**src/rtl/m_if_queue.sv**
```systemverilog
// Instruction fetch stage with a prefetch queue feeding the ID stage.
// Fetch drives r_pc into an asynchronous instruction memory and captures
// {pc, ir} pairs into a small FIFO; ID drains the FIFO over valid/ready.
// A redirect from EX flushes the queue and restarts fetch at a new PC.
module m_if_queue #(
  parameter logic [31:0] RESET_PC = 32'h0,
  parameter int unsigned DEPTH    = 4
) (
  input  logic                       w_clk,
  input  logic                       w_rst_n,
  output logic [31:0]                w_imem_addr,
  input  logic [31:0]                w_imem_data,
  input  logic                       w_redirect,
  input  logic [31:0]                w_redirect_pc,
  output logic                       w_id_valid,
  input  logic                       w_id_ready,
  output logic [31:0]                w_id_ir,
  output logic [31:0]                w_id_pc,
  output logic [$clog2(DEPTH):0]     w_count
);

  localparam int unsigned PW = (DEPTH > 1) ? $clog2(DEPTH) : 1;
  localparam int unsigned CW = $clog2(DEPTH) + 1;
  localparam logic [CW-1:0] FULL_COUNT = CW'(DEPTH);

  // architectural state
  logic [31:0]   r_pc;
  logic [CW-1:0] count_q;
  logic [PW-1:0] rd_ptr;
  logic [PW-1:0] wr_ptr;

  // queue storage (not reset; only entries below count are ever observed)
  logic [31:0]   pc_mem [DEPTH];
  logic [31:0]   ir_mem [DEPTH];

  // next-state signals
  logic          not_empty;
  logic          pop;
  logic          push;
  logic [31:0]   pc_d;
  logic [CW-1:0] count_d;
  logic [PW-1:0] rd_ptr_d;
  logic [PW-1:0] wr_ptr_d;

  // low PC bits of the redirect target are dropped on load
  logic          unused_redirect_lsbs;
  assign unused_redirect_lsbs = ^w_redirect_pc[1:0];

  assign not_empty = (count_q != '0);

  // handshake qualification and next-state computation; redirect wins over everything
  always_comb begin
    pop      = 1'b0;
    push     = 1'b0;
    pc_d     = r_pc;
    count_d  = count_q;
    rd_ptr_d = rd_ptr;
    wr_ptr_d = wr_ptr;

    if (w_redirect) begin
      pc_d     = {w_redirect_pc[31:2], 2'b00};
      count_d  = '0;
      rd_ptr_d = '0;
      wr_ptr_d = '0;
    end else begin
      pop  = not_empty & w_id_ready;
      // a full queue may still accept a fetch when the head leaves on the same edge
      push = (count_q < FULL_COUNT) | pop;

      if (push) begin
        pc_d     = r_pc + 32'd4;
        wr_ptr_d = wr_ptr + PW'(1);
      end
      if (pop) begin
        rd_ptr_d = rd_ptr + PW'(1);
      end
      count_d = count_q + CW'(push) - CW'(pop);
    end
  end

  // state register with asynchronous active-low reset
  always_ff @(posedge w_clk or negedge w_rst_n) begin
    if (!w_rst_n) begin
      r_pc    <= RESET_PC;
      count_q <= '0;
      rd_ptr  <= '0;
      wr_ptr  <= '0;
    end else begin
      r_pc    <= pc_d;
      count_q <= count_d;
      rd_ptr  <= rd_ptr_d;
      wr_ptr  <= wr_ptr_d;
    end
  end

  // capture the fetched {pc, ir} pair into the tail entry
  always_ff @(posedge w_clk) begin
    if (push) begin
      pc_mem[wr_ptr] <= r_pc;
      ir_mem[wr_ptr] <= w_imem_data;
    end
  end

  // head of queue presented to ID; zeros while empty
  always_comb begin
    w_id_valid = not_empty & ~w_redirect;
    w_id_ir    = '0;
    w_id_pc    = '0;
    if (not_empty) begin
      w_id_ir = ir_mem[rd_ptr];
      w_id_pc = pc_mem[rd_ptr];
    end
  end

  assign w_imem_addr = r_pc;
  assign w_count     = count_q;

endmodule
```
**config.mk**
```make
export PLATFORM = sky130hd
export DESIGN_NAME = m_if_queue
export DESIGN_NICKNAME = d
export VERILOG_FILES = /design/src/rtl/m_if_queue.sv
export SDC_FILE = /design/constraint.sdc
export NUM_CORES = 1
export LEC_CHECK = 0
export CAP_MARGIN = 20
export CORE_MARGIN = 10
export CORE_UTILIZATION = 41
export CTS_CLUSTER_DIAMETER = 60
export CTS_CLUSTER_SIZE = 30
export DETAILED_ROUTE_END_ITERATION = 10
export GPL_TIMING_DRIVEN = 0
export SETUP_SLACK_MARGIN = 0.1
export SYNTH_ARGS = -nofsm -noshare
export SYNTH_HDL_FRONTEND = slang
export SYNTH_SLANG_ARGS = --single-unit
```
**constraint.sdc**
```tcl
create_clock -name w_clk -period 5.3 [get_ports w_clk]
set_input_delay 1.325 -clock w_clk [delete_from_list [all_inputs] [get_ports w_clk]]
set_output_delay 1.325 -clock w_clk [all_outputs]
set_load 0.01 [all_outputs]
```
==> flow_summary.json <==
{
  "path_max_fanout": 10,
  "track_usage_pct": 15.1,
  "min-delay-start": "w_imem_addr[31]",
  "synth_top_area_cell": "edfxtp_1",
  "worstMarginPinSlew_ps": 920,
  "numCtsBuffers": 24,
  "required_ps": 3970,
  "worstHoldEndpoint": "pc_mem[2][31]",
  "fmax_mhz": 213,
  "register_area_um2": 8370,
  "synthDistinctLibCells": 41,
  "drtIter0Drc": 498,
  "wl_per_cell_um": 21.9,
  "slew_violations": 0,
  "pwr_density_cell_nw_per_um2": 491,
  "power_uw": 7160,
  "crit-reg2reg-capture": "w_imem_addr[28]",
  "mostFrequentLayoutCells": "edfxtp_1, clkdlybuf4s50_1, and2_1, mux4_2, dfrtp_1",
  "netlist_area_um2": 11500,
  "multi_input_area_um2": 2970,
  "num_vias": 6531,
  "holdWs_ps": 585,
  "fp.coreArea_um2": 27800,
  "die-area_um2": 35200,
  "cts.clk_slew.worst_paths_ps": 80,
  "path_cells": "clkbuf_1 -> inv_1 -> clkbuf_1 -> clkbuf_1 -> and2_1 -> clkdlybuf4s50_1",
  "setup_viol": 0,
  "synth_edf_count": 248,
  "final_common_cell": "edfxtp_1",
  "r2r_slack_ps": 2860,
  "routed_via_density": 5.31,
  "antenna_found_initial": 1,
  "drive_gt1_share_pct": 15.3,
  "fillers": 2290,
  "syn_inst": 640,
  "cp.buffers_inverters": 5,
  "io_pins": 168,
  "cts_tree": "yes",
  "ys_seq_elements": 285,
  "grt_pass1_wl_um": 42100,
  "ctsHoldBuffers": 0,
  "combinationalPowerShare_pct": 33.0,
  "cts_setup_buffers": 0,
  "post_synth.cell_area_avg_um2": 18.0,
  "yosysWarnings": 0,
  "cpMostUsedCell": "clkbuf_1",
  "synth_seq_area_share_pct": 72.7,
  "clockRootBuffer": "clkbuf_16",
  "start_util_pct": 41.4,
  "synth-async-reset-ratio_pct": 13.0,
  "critPathCaptureType": "output pin",
  "drt_first_pass_iters": 5,
  "fin_worst_skew_ps": 23.6,
  "port_buffers": 160,
  "postLayoutCoreUtil_pct": 52.5,
  "start_kind": "input pin",
  "crit_family": "buffers and inverters",
  "grt_setup_unrepaired": "no",
  "insertion_delay_ps": 540,
  "synth_ff_type": "edfxtp_1",
  "finalCriticalPeriod_ps": 4700,
  "status": "finished clean",
  "numClockSinks": 285,
  "ys_top_cells_by_area": "edfxtp_1, mux4_2, dfrtp_1, and2_1, xnor2_1",
  "die_h_um": 188,
  "slew-limit-headroom_pct": 38.7,
  "cp_slowest_cell": "clkdlybuf4s50_1",
  "die_width_um": 188,
  "post-route-period-util_pct": 88.7,
  "globalplace.congestion": 0.822,
  "final_nets": 909,
  "syn_to_final_growth_pct": 26.7,
  "rows": 61,
  "p_sw_uw": 2190,
  "reg2reg_depth": 6,
  "htreeDepth": 1,
  "drc_errors": 0,
  "worstPathArrival_ps": 3380,
  "critPathKind": "in2out",
  "whs_path_depth": 0,
  "internal-power_uw": 4970,
  "post_cts_resized": 0,
  "dp_hpwl_um": 17800,
  "power_frac_clock_pct": 26.6,
  "holdCritPathClass": "reg2reg",
  "clock_path_buffers": 3,
  "swShare_pct": 30.5,
  "r2r_start": "w_imem_addr[2]",
  "slowest_delay_ps": 560,
  "leakagePower_uw": 0.00475,
  "hold_violations": 0,
  "ant_nets": 0,
  "synth_top_area_share_pct": 64.7,
  "grt_overflow": 0,
  "cap_violations": 0,
  "seqPwrFrac_pct": 40.4,
  "grt_pass1_vias": 7138,
  "grt_max_degree": 38,
  "totalWireLength_um": 26900,
  "ir_drop_mv": 0.231
}
-- per-layer routing --
metal  track usage, %  share of wire [%]  vias up
met5                0                  0        -
met4             3.48                1.5        0
met3             4.14                7.6       31
met2             24.2                 47      237
met1             20.2                 44     3357
li1                 -                  -     2906
-- power groups by stage --
stage / Clock [uW] / Combinational [uW] / Sequential [uW]
floorplan: 0 / 1210 / 2930
finish: 1900 / 2360 / 2890
detailed placement: 0 / 2430 / 2940
global placement: 0 / 2370 / 2950
global route: 2040 / 2580 / 2920
CTS: 1950 / 2440 / 2900
-- through the flow --
stage               TNS [ps]  instances  setup slack [ps]  cell area (um^2)
detailed placement         0       1186               636             13700
global route               0       1230               459             14600
global placement     -110700       1182              -469             13600
finish                     0       1231               597             14600
floorplan                  0        644              1220             11500
CTS                        0       1230               620             14600
-- Yosys cell counts (2+ instances only) --
master    instances
nand3_1          13
o21ai_0          16
dfrtp_1          37
edfxtp_1        248
a31oi_1          16
inv_1             8
nand4_1           4
and2_1           63
or3_1             4
nor2b_1           2
nor4b_1           2
nor4_1            2
ha_1              6
buf_4             4
buf_2             8
a21oi_1           2
or4_1            13
xor2_1            4
and4_1            2
xnor2_1          12
mux4_2           62
nor2_1           24
o31ai_1          12
nand2b_1          2
buf_1             3
nor3_1            3
and3_1            6
nand2_1          26
clkbuf_1         24
-- how the worst max path moves through the flow --
| stage | start | endpoint | slack [ps] | cells after the start |
|---|---|---|---|---|
| after floorplan | w_redirect | ir_mem[0][0] | 1220 | 5 |
| after global placement | w_redirect | ir_mem[2][16] | -470 | 5 |
| after detailed placement | w_redirect | w_id_valid | 640 | 6 |
| after CTS | w_redirect | w_id_valid | 620 | 6 |
| after global routing | w_redirect | w_id_valid | 460 | 6 |
| final | w_redirect | w_id_valid | 600 | 6 |
-- registers in the layout, summed over array words and instances, names as in the netlist --
name	flops
pc_mem	120
w_imem_addr	30
wr_ptr	2
w_count	3
rd_ptr	2
ir_mem	128
-- layout make-up --
class,instances,share of cell area (%)
Sequential cell,285,57.4
Multi-Input combinational cell,312,20.4
Timing Repair Buffer,164,11.5
Clock buffer,26,4.32
Tap cell,378,3.24
Clock inverter,18,1.69
Buffer,39,1.18
Inverter,8,0.206
Antenna cell,1,0.0172
-- logic make-up after synthesis --
family                     synth area share [%]
xor gates and xnor gates                   1.22
DFF                                        72.7
other                                    0.0326
and+or+nand+nor                            8.59
adders and majority gates                 0.826
muxes                                      12.2
buffers and inverters                      1.75
AOI/OAI and AO/OA                          2.64
Note: power is estimated with default switching activity, not from simulation.
